--- src/rtl/shift_add_multiplier_n_pkg.sv ---
// Shared definitions for the shift-add multiplier: FSM encoding and the
// conditional two's-complement negate used for sign-magnitude handling.
package shift_add_mult_pkg;

    localparam int ST_W  = 3;
    localparam int MAX_W = 64;

    typedef enum logic [ST_W-1:0] {
        IDLE  = 3'd0,
        INIT  = 3'd1,
        TEST  = 3'd2,
        ADD   = 3'd3,
        SHIFT = 3'd4,
        FIX   = 3'd5
    } state_t;

    // Caller zero-extends to 64 bits and truncates the result back to its own
    // width, which yields negation mod 2^width for any width up to 64.
    function automatic logic [MAX_W-1:0] cond_neg(input logic [MAX_W-1:0] v,
                                                  input logic             neg);
        cond_neg = neg ? (~v + 64'd1) : v;
    endfunction

endpackage

--- src/rtl/shift_add_multiplier_n_if.sv ---
// Start/done handshake bundle between a bus-side wrapper (master) and the
// multiplier (slave).
interface shift_add_multiplier_n_if #(
    parameter int WIDTH = 8
);
    logic               i_START;
    logic               i_SIGNED;
    logic [WIDTH-1:0]   i_MULTIPLICAND;
    logic [WIDTH-1:0]   i_MULTIPLIER;
    logic               o_BUSY;
    logic               o_DONE;
    logic [2*WIDTH-1:0] o_PRODUCT;

    modport master (
        output i_START, i_SIGNED, i_MULTIPLICAND, i_MULTIPLIER,
        input  o_BUSY, o_DONE, o_PRODUCT
    );

    modport slave (
        input  i_START, i_SIGNED, i_MULTIPLICAND, i_MULTIPLIER,
        output o_BUSY, o_DONE, o_PRODUCT
    );
endinterface

--- src/rtl/shift_add_multiplier_n_datapath.sv ---
// M/A/C/Q register file of the shift-add multiplier plus the product register;
// every register moves only on a one-hot command from the controller.
module shift_add_datapath
    import shift_add_mult_pkg::*;
#(
    parameter int WIDTH = 8
) (
    input  logic               i_CLK,
    input  logic               i_RESET,
    input  logic               i_load,
    input  logic               i_init,
    input  logic               i_add,
    input  logic               i_shift,
    input  logic               i_fix,
    input  logic               i_signed,
    input  logic               i_neg,
    input  logic [WIDTH-1:0]   i_m,
    input  logic [WIDTH-1:0]   i_q,
    output logic               o_lsb,
    output logic               o_m_msb,
    output logic               o_q_msb,
    output logic [2*WIDTH-1:0] o_product
);

    logic [WIDTH-1:0]   r_m;
    logic [WIDTH-1:0]   r_a;
    logic [WIDTH-1:0]   r_q;
    logic               r_c;
    logic [2*WIDTH-1:0] r_product;

    logic [WIDTH-1:0]   w_m_abs;
    logic [WIDTH-1:0]   w_q_abs;
    logic [2*WIDTH-1:0] w_fix;

    // |-2^(WIDTH-1)| = 2^(WIDTH-1) still fits WIDTH bits when read as unsigned.
    assign w_m_abs = WIDTH'(cond_neg(64'(r_m), i_signed & r_m[WIDTH-1]));
    assign w_q_abs = WIDTH'(cond_neg(64'(r_q), i_signed & r_q[WIDTH-1]));
    assign w_fix   = (2*WIDTH)'(cond_neg(64'({r_a, r_q}), i_neg));

    always_ff @(posedge i_CLK or negedge i_RESET) begin
        if (!i_RESET) begin
            r_m       <= '0;
            r_a       <= '0;
            r_q       <= '0;
            r_c       <= 1'b0;
            r_product <= '0;
        end else begin
            if (i_load) begin
                r_m <= i_m;
                r_q <= i_q;
            end
            if (i_init) begin
                r_m <= w_m_abs;
                r_q <= w_q_abs;
                r_a <= '0;
                r_c <= 1'b0;
            end
            if (i_add)
                {r_c, r_a} <= {1'b0, r_a} + {1'b0, r_m};
            if (i_shift)
                {r_c, r_a, r_q} <= {1'b0, r_c, r_a, r_q[WIDTH-1:1]};
            if (i_fix)
                r_product <= w_fix;
        end
    end

    assign o_lsb     = r_q[0];
    assign o_m_msb   = r_m[WIDTH-1];
    assign o_q_msb   = r_q[WIDTH-1];
    assign o_product = r_product;

endmodule

--- src/rtl/shift_add_multiplier_n.sv ---
// Sequential shift-add multiplier (signed via sign-magnitude): FSM, iteration
// counter, sign flag and done pulse; the registers live in shift_add_datapath.
module shift_add_multiplier_n
    import shift_add_mult_pkg::*;
#(
    parameter int WIDTH = 8
) (
    input  logic                     i_CLK,
    input  logic                     i_RESET,
    shift_add_multiplier_n_if.slave  bus
);

    localparam int CNT_W = (WIDTH > 1) ? $clog2(WIDTH) : 1;

    state_t           r_state;
    state_t           w_next;
    logic [CNT_W-1:0] r_cnt;
    logic             r_signed;
    logic             r_neg;
    logic             r_done;

    logic w_load, w_init, w_add, w_shift, w_fix;
    logic w_lsb, w_m_msb, w_q_msb, w_last;

    assign w_last = (r_cnt == CNT_W'(WIDTH - 1));

    always_comb begin
        w_next  = r_state;
        w_load  = 1'b0;
        w_init  = 1'b0;
        w_add   = 1'b0;
        w_shift = 1'b0;
        w_fix   = 1'b0;
        case (r_state)
            IDLE: if (bus.i_START) begin
                w_load = 1'b1;
                w_next = INIT;
            end
            INIT: begin
                w_init = 1'b1;
                w_next = TEST;
            end
            TEST: w_next = w_lsb ? ADD : SHIFT;
            ADD: begin
                w_add  = 1'b1;
                w_next = SHIFT;
            end
            SHIFT: begin
                w_shift = 1'b1;
                w_next  = w_last ? FIX : TEST;
            end
            FIX: begin
                w_fix  = 1'b1;
                w_next = IDLE;
            end
            default: w_next = IDLE;
        endcase
    end

    always_ff @(posedge i_CLK or negedge i_RESET) begin
        if (!i_RESET) begin
            r_state  <= IDLE;
            r_cnt    <= '0;
            r_signed <= 1'b0;
            r_neg    <= 1'b0;
            r_done   <= 1'b0;
        end else begin
            r_state <= w_next;
            r_done  <= w_fix;
            if (w_load)
                r_signed <= bus.i_SIGNED;
            // Sign comes from the raw operands still held before INIT rewrites them.
            if (w_init) begin
                r_cnt <= '0;
                r_neg <= r_signed & (w_m_msb ^ w_q_msb);
            end
            if (w_shift && !w_last)
                r_cnt <= r_cnt + CNT_W'(1);
        end
    end

    shift_add_datapath #(.WIDTH(WIDTH)) u_dp (
        .i_CLK     (i_CLK),
        .i_RESET   (i_RESET),
        .i_load    (w_load),
        .i_init    (w_init),
        .i_add     (w_add),
        .i_shift   (w_shift),
        .i_fix     (w_fix),
        .i_signed  (r_signed),
        .i_neg     (r_neg),
        .i_m       (bus.i_MULTIPLICAND),
        .i_q       (bus.i_MULTIPLIER),
        .o_lsb     (w_lsb),
        .o_m_msb   (w_m_msb),
        .o_q_msb   (w_q_msb),
        .o_product (bus.o_PRODUCT)
    );

    assign bus.o_BUSY = (r_state != IDLE);
    assign bus.o_DONE = r_done;

endmodule

--- src/flat_wrapper.sv ---
// flat-port wrapper written by rule: the top's interface ports become plain ports
module shift_add_multiplier_n_flat import shift_add_mult_pkg::*;
#(
    parameter int WIDTH = 8
)
  (i_CLK, i_RESET, bus_i_START, bus_i_SIGNED, bus_i_MULTIPLICAND, bus_i_MULTIPLIER, bus_o_BUSY, bus_o_DONE, bus_o_PRODUCT);
  shift_add_multiplier_n_if #(.WIDTH(WIDTH)) bus_i ();
  input  logic i_CLK;
  input  logic i_RESET;
  input wire logic [$bits(bus_i.i_START)-1:0] bus_i_START;
  input wire logic [$bits(bus_i.i_SIGNED)-1:0] bus_i_SIGNED;
  input wire logic [$bits(bus_i.i_MULTIPLICAND)-1:0] bus_i_MULTIPLICAND;
  input wire logic [$bits(bus_i.i_MULTIPLIER)-1:0] bus_i_MULTIPLIER;
  output wire logic [$bits(bus_i.o_BUSY)-1:0] bus_o_BUSY;
  output wire logic [$bits(bus_i.o_DONE)-1:0] bus_o_DONE;
  output wire logic [$bits(bus_i.o_PRODUCT)-1:0] bus_o_PRODUCT;
  assign bus_i.i_START = bus_i_START;
  assign bus_i.i_SIGNED = bus_i_SIGNED;
  assign bus_i.i_MULTIPLICAND = bus_i_MULTIPLICAND;
  assign bus_i.i_MULTIPLIER = bus_i_MULTIPLIER;
  assign bus_o_BUSY = bus_i.o_BUSY;
  assign bus_o_DONE = bus_i.o_DONE;
  assign bus_o_PRODUCT = bus_i.o_PRODUCT;
  shift_add_multiplier_n #(.WIDTH(WIDTH)) u_core (.i_CLK(i_CLK), .i_RESET(i_RESET), .bus(bus_i));
endmodule
--- config.mk ---
export PLATFORM = sky130hd
export DESIGN_NAME = shift_add_multiplier_n_flat
export DESIGN_NICKNAME = d
export VERILOG_FILES = /design/src/rtl/shift_add_multiplier_n_pkg.sv /design/src/rtl/shift_add_multiplier_n_if.sv /design/src/rtl/shift_add_multiplier_n_datapath.sv /design/src/rtl/shift_add_multiplier_n.sv /design/src/flat_wrapper.sv
export SDC_FILE = /design/constraint.sdc
export NUM_CORES = 1
export LEC_CHECK = 0
export BUFFER_PORTS_ARGS = -buffer_cell sky130_fd_sc_hd__clkbuf_2
export CORE_MARGIN = 2
export CORE_UTILIZATION = 45
export CTS_BUF_LIST = sky130_fd_sc_hd__clkbuf_16
export CTS_CLUSTER_SIZE = 24
export DETAILED_ROUTE_END_ITERATION = 10
export GPL_TIMING_DRIVEN = 0
export MAX_ROUTING_LAYER = met4
export PLACE_DENSITY = 0.61
export SLEW_MARGIN = 20
export SYNTH_ARGS = -nofsm -noshare
export SYNTH_HDL_FRONTEND = slang
export SYNTH_SLANG_ARGS = --single-unit
--- constraint.sdc ---
create_clock -name i_CLK -period 5.4 [get_ports i_CLK]
set_input_delay 1.08 -clock i_CLK [delete_from_list [all_inputs] [get_ports i_CLK]]
set_output_delay 1.08 -clock i_CLK [all_outputs]
set_load 0.005 [all_outputs]
# --- Yosys cells after proc, flatten, opt, wreduce, memory -nomap -nowiden ---
# Cells that the tools add are included.
classes:
  n_addsub: 5
  multipliers: 0
  n_div: 0
  order_cmp: 0
  n_eq_ne: 9
  n_shift: 0
  muxes: 26
  bitwise: 7
  n_reduce_logical: 10
ops:
  columns: ["operator", "n"]
  rows:
  - ["8-bit two-way mux", 10]
  - ["16-bit by 1-bit adder with 16-bit output (second input constant)", 1]
  - ["8-bit by 1-bit adder with 8-bit output (second input constant)", 2]
  - ["16-bit two-way mux", 1]
  - ["16-bit inverter", 1]
  - ["8-bit inverter", 2]
  - ["3-bit two-way mux", 5]
  - ["3-bit case mux with 5 select lines", 1]
  - ["8-bit by 8-bit adder with 9-bit output", 1]
  - ["3-bit == test (second input constant)", 3]
  - ["1-bit two-way mux", 9]
  - ["3-bit nonzero test", 3]
  - ["3-bit by 2-bit == test with 1-bit output (second input constant)", 2]
  - ["2-bit AND reduction", 2]
  - ["2-bit nonzero test", 2]
  - ["3-bit by 1-bit adder with 3-bit output (second input constant)", 1]
  - ["1-bit AND", 3]
  - ["3-bit by 1-bit == test with 1-bit output (second input constant)", 1]
  - ["3-bit zero test", 1]
  - ["3-bit by 1-bit != test with 1-bit output (second input constant)", 1]
  - ["2-bit by 1-bit != test with 1-bit output (second input constant)", 1]
  - ["2-bit != test (second input constant)", 1]
  - ["1-bit logical AND", 1]
  - ["1-bit zero test", 1]
  - ["1-bit bitwise XOR", 1]
word_totals:
  regBits: 50
  latchBits: 0
  ramBits: 0
  rom_bits: 0
  input_bits: 20
  out_inout_bits: 18
  wordCells: 67
  memories: 0

# --- Depth between registers and ports, before layout ---
depth:
  depth_word: 5
  depth_mapped: 7
  ltp_nobuf: 6

# --- Hierarchy ---
# A second synthesis with hierarchy kept.
hier_totals:
  cells_unflattened: 344
  area_unflattened_um2: 3186.8
modules_own_cells:
  columns: ["mod", "instances", "cells_per_inst", "area_each_um2", "seq_area_each_um2"]
  rows:
  - ["shift_add_datapath", 1, 305, 2711.4, 1026.0]
  - ["shift_add_multiplier_n", 1, 39, 475.5, 225.2]

# --- Worst setup path before layout ---
# Ideal clock, no wire load.
synth_timing:
  kind: "register to output"
  start: "register u_core.r_state[2]"
  end: "output port bus_o_BUSY"
  arrival_ps: 1067
  required_ps: 4320
  setup_slack_ps: 3253
  stages_incl_launch_ff: 5
  path_cell_list: "dfrtp_1 clkbuf_1 clkbuf_1 inv_1 nand2_1"
synth_via:
  elab_chain_len: 1
synth_rtl:
  columns: ["item", "line_no", "text"]
  rows:
  - ["start: declaration", "shift_add_multiplier_n.sv:15", "state_t r_state;"]
  - ["start signal: assignment", "shift_add_multiplier_n.sv:68", "r_state <= w_next;"]
  - ["3-bit nonzero test", "shift_add_multiplier_n.sv:100", "assign bus.o_BUSY = (r_state != IDLE);"]
  - ["end: declaration", "flat_wrapper.sv:14", "output wire logic [$bits(bus_i.o_BUSY)-1:0] bus_o_BUSY;"]
# No other way between the ends.

# --- Worst setup path after layout ---
layout_timing:
  start: "register u_core.r_state[0]"
  end: "output port bus_o_BUSY"
# Same word-level chain as after synthesis.

==> qor.yml <==
fill_cells: 710
syn_inst: 368
reg2reg_depth: 6
setup_viol: 0
max_slew_margin_pct: 49.5
wire_per_inst_um: 16.6
seq_area_um2: 1250
path_clk_slew_ns: 0.07
clockBufferDepth: 2
worstReg2RegStart: "u_core.r_state[2]"
grt_start_max_net_pins: 51
antenna_found_initial: 0
drive_above_1_share_pct: 15.0
multi_input_area_um2: 1870
globalRouteOverflowTotal: 0
cap_violations: 0
holdPathStages: 2
dieArea_um2: 7970
fin_nets: 445
place_inst: 504
skew_ns: 0.00435
startpoint: "u_core.r_state[0]"
top_layer_used: "met4"
synth-edff-count: 0
worstMarginPinSlew_ns: 0.755
yosysWarnings: 0
crit_arrival_ns: 1.78
final_cells: 512
final_common_cell: "dfrtp_1"
ant_nets: 0
crit_path_start_kind: "register"
min_from: "u_core.u_dp.o_product[4]"
seq_power_share_pct: 29.7
area.growth.synth_to_final_pct: 15.3
tns_ns: 0
place_hpwl_um: 6180
die_height_um: 89.3
synth_fp_nets: 401
cts_resized: 0
die_w_um: 89.3
drt_iter0_drc: 225
fin_crit_sh_pct: 52.9
grt_usage_pct: 23.5
leakagePower_nw: 1.67
rows: 31
combPwrFrac_pct: 53.4
fin_hold_ws_ns: 0.478
syn-cell-area_um2: 3270
fmax_mhz: 350
cts_tree: "built"
routabilityCongestion: 0.903
synth_flop_cell: "dfrtp_1"
period_needed_ns: 2.86
yosysSeqAreaShare_pct: 38.2
cts_setup_buffers: 0
path_class: "register to output pin"
diodes: 0
cts_buffers: 5
pwr-share-clk_pct: 16.9
p_int_mw: 1.34
worstHoldPathType: "register to register"
cp_data_required_time_ns: 4.32
cts-root-buf: "clkbuf_16"
grt_pass1_wl_um: 14200
synth-seq-cells: 50
routed_via_density: 5.81
dr.pass1.iters: 4
vias: 2973
initial_core_util_pct: 45.8
core_area_um2: 7140
hold_viol_final: 0
io_pins: 38
rsz0062_at_grt: "no"
status: "finished, final reports clean"
clock_latency_ns: 0.29
wl_um: 8520
first_global_vias: 2792
route.met2.wl_um: 4110
endpoint_kind: "output pin"
power_switching_mw: 1.08
drc: 0
port_buffers: 37
wl_met3_um: 377
wl_met1_um: 3940
cellPowerDensity_nw_per_um2: 640
ys_types: 59
syn_avg_cell_area_um2: 8.89
vdd_ir_drop_max_v: 0.000233
cts_hold_buf: 0
ys_async_sr_fraction_pct: 100
htreeDepth: 2
clock-sinks: 50
final_cell_mix: "dfrtp_1, nand2_1, clkbuf_2, o21ai_0, nor2_1"
critPathMaxFanout: 10
slew_violations: 0
p_sw_share_pct: 44.6
## cell type report
class,instances,area share (%)
Tap cell,99,3.28
Clock inverter,3,1.69
Clock buffer,5,3.32
Sequential cell,50,33.2
Inverter,11,1.09
Buffer,25,2.85
Multi-Input combinational cell,282,49.6
Timing Repair Buffer,37,4.98
## path summary, 6_finish.rpt
path / to / slack [ns]
min: u_core.u_dp.o_product[4] / 0.48
max reg2reg: u_core.u_dp.r_m[5] / 3.09
max: bus_o_BUSY / 2.54
min in group asynchronous: u_core.u_dp.o_product[2] / 0.86
max in group asynchronous: u_core.u_dp.r_q[6] / 4.09
min reg2reg: u_core.u_dp.o_product[4] / 0.48
## synth_stat cells, types with 5 or more instances
master | count | share of area, %
o21ai_1 | 9 | 1.4
a21o_1 | 6 | 1.4
inv_1 | 11 | 1.3
o21ai_0 | 29 | 4.4
a21oi_1 | 13 | 2.0
nand2_1 | 47 | 5.4
clkbuf_1 | 17 | 2.0
a31oi_1 | 6 | 1.1
nand3_1 | 6 | 0.92
a22o_1 | 8 | 2.1
or3_1 | 5 | 0.96
dfrtp_1 | 50 | 38
o22ai_1 | 5 | 0.96
xor2_1 | 15 | 4.0
o31ai_1 | 6 | 1.4
a211oi_1 | 6 | 1.4
buf_2 | 5 | 0.76
a2bb2oi_1 | 5 | 1.3
ha_1 | 12 | 4.6
nor3_1 | 7 | 1.1
nor2_1 | 21 | 2.4
a22oi_1 | 6 | 1.4
nor2b_1 | 6 | 1.1
## stage by stage
step / utilization, % / setup WS, ns / power (mW) / cell area (µm²)
final: 52.9 / 2.54 / 2.41 / 3770
after global routing: 52.9 / 2.41 / 2.62 / 3770
after detailed placement: 50.2 / 2.89 / 2.00 / 3580
after CTS: 52.9 / 2.56 / 2.41 / 3770
after global placement: 50.2 / 2.86 / 1.98 / 3580
after floorplan: - / 3.25 / 1.63 / 3270
## critical path: stages, from the launching register on
cell and delay, ns:
dfrtp_1 0.41, clkbuf_1 0.21, nor2_1 0.63, nand2_1 0.10, clkbuf_2 0.13
## power by group through the flow
stage,Sequential [mW],Clock [mW],Combinational (mW)
after CTS,0.714,0.413,1.28
after global routing,0.742,0.428,1.45
after floorplan,0.675,0,0.956
final,0.716,0.407,1.29
after global placement,0.715,0,1.26
after detailed placement,0.721,0,1.28
## logic make-up after synthesis
kind of cell	count (synthesis)	share of synthesized area, %
AO/OA/AOI/OAI	129	28.0
AND/OR/NAND/NOR	120	18.5
flip-flops	50	38.2
buffers and inverters	36	4.55
XOR/XNOR	17	4.55
adder cells (fa/ha/maj)	13	5.20
multiplexers	3	0.994
## sequential cells by signal, indices dropped and copies added (netlist names)
register               count
u_core.u_dp.r_a            8
u_core.bus.o_DONE          1
u_core.u_dp.r_q            8
u_core.u_dp.o_product     16
u_core.r_state             3
u_core.r_signed            1
u_core.u_dp.r_c            1
u_core.r_cnt               3
u_core.r_neg               1
u_core.u_dp.r_m            8
## routing by layer
layer,vias up,track usage (%)
met2,81,38.2
met1,1421,31.4
met5,-,-
met3,8,3.05
li1,1463,-
met4,0,5.43
Note: power is estimated with default switching activity, not from simulation.
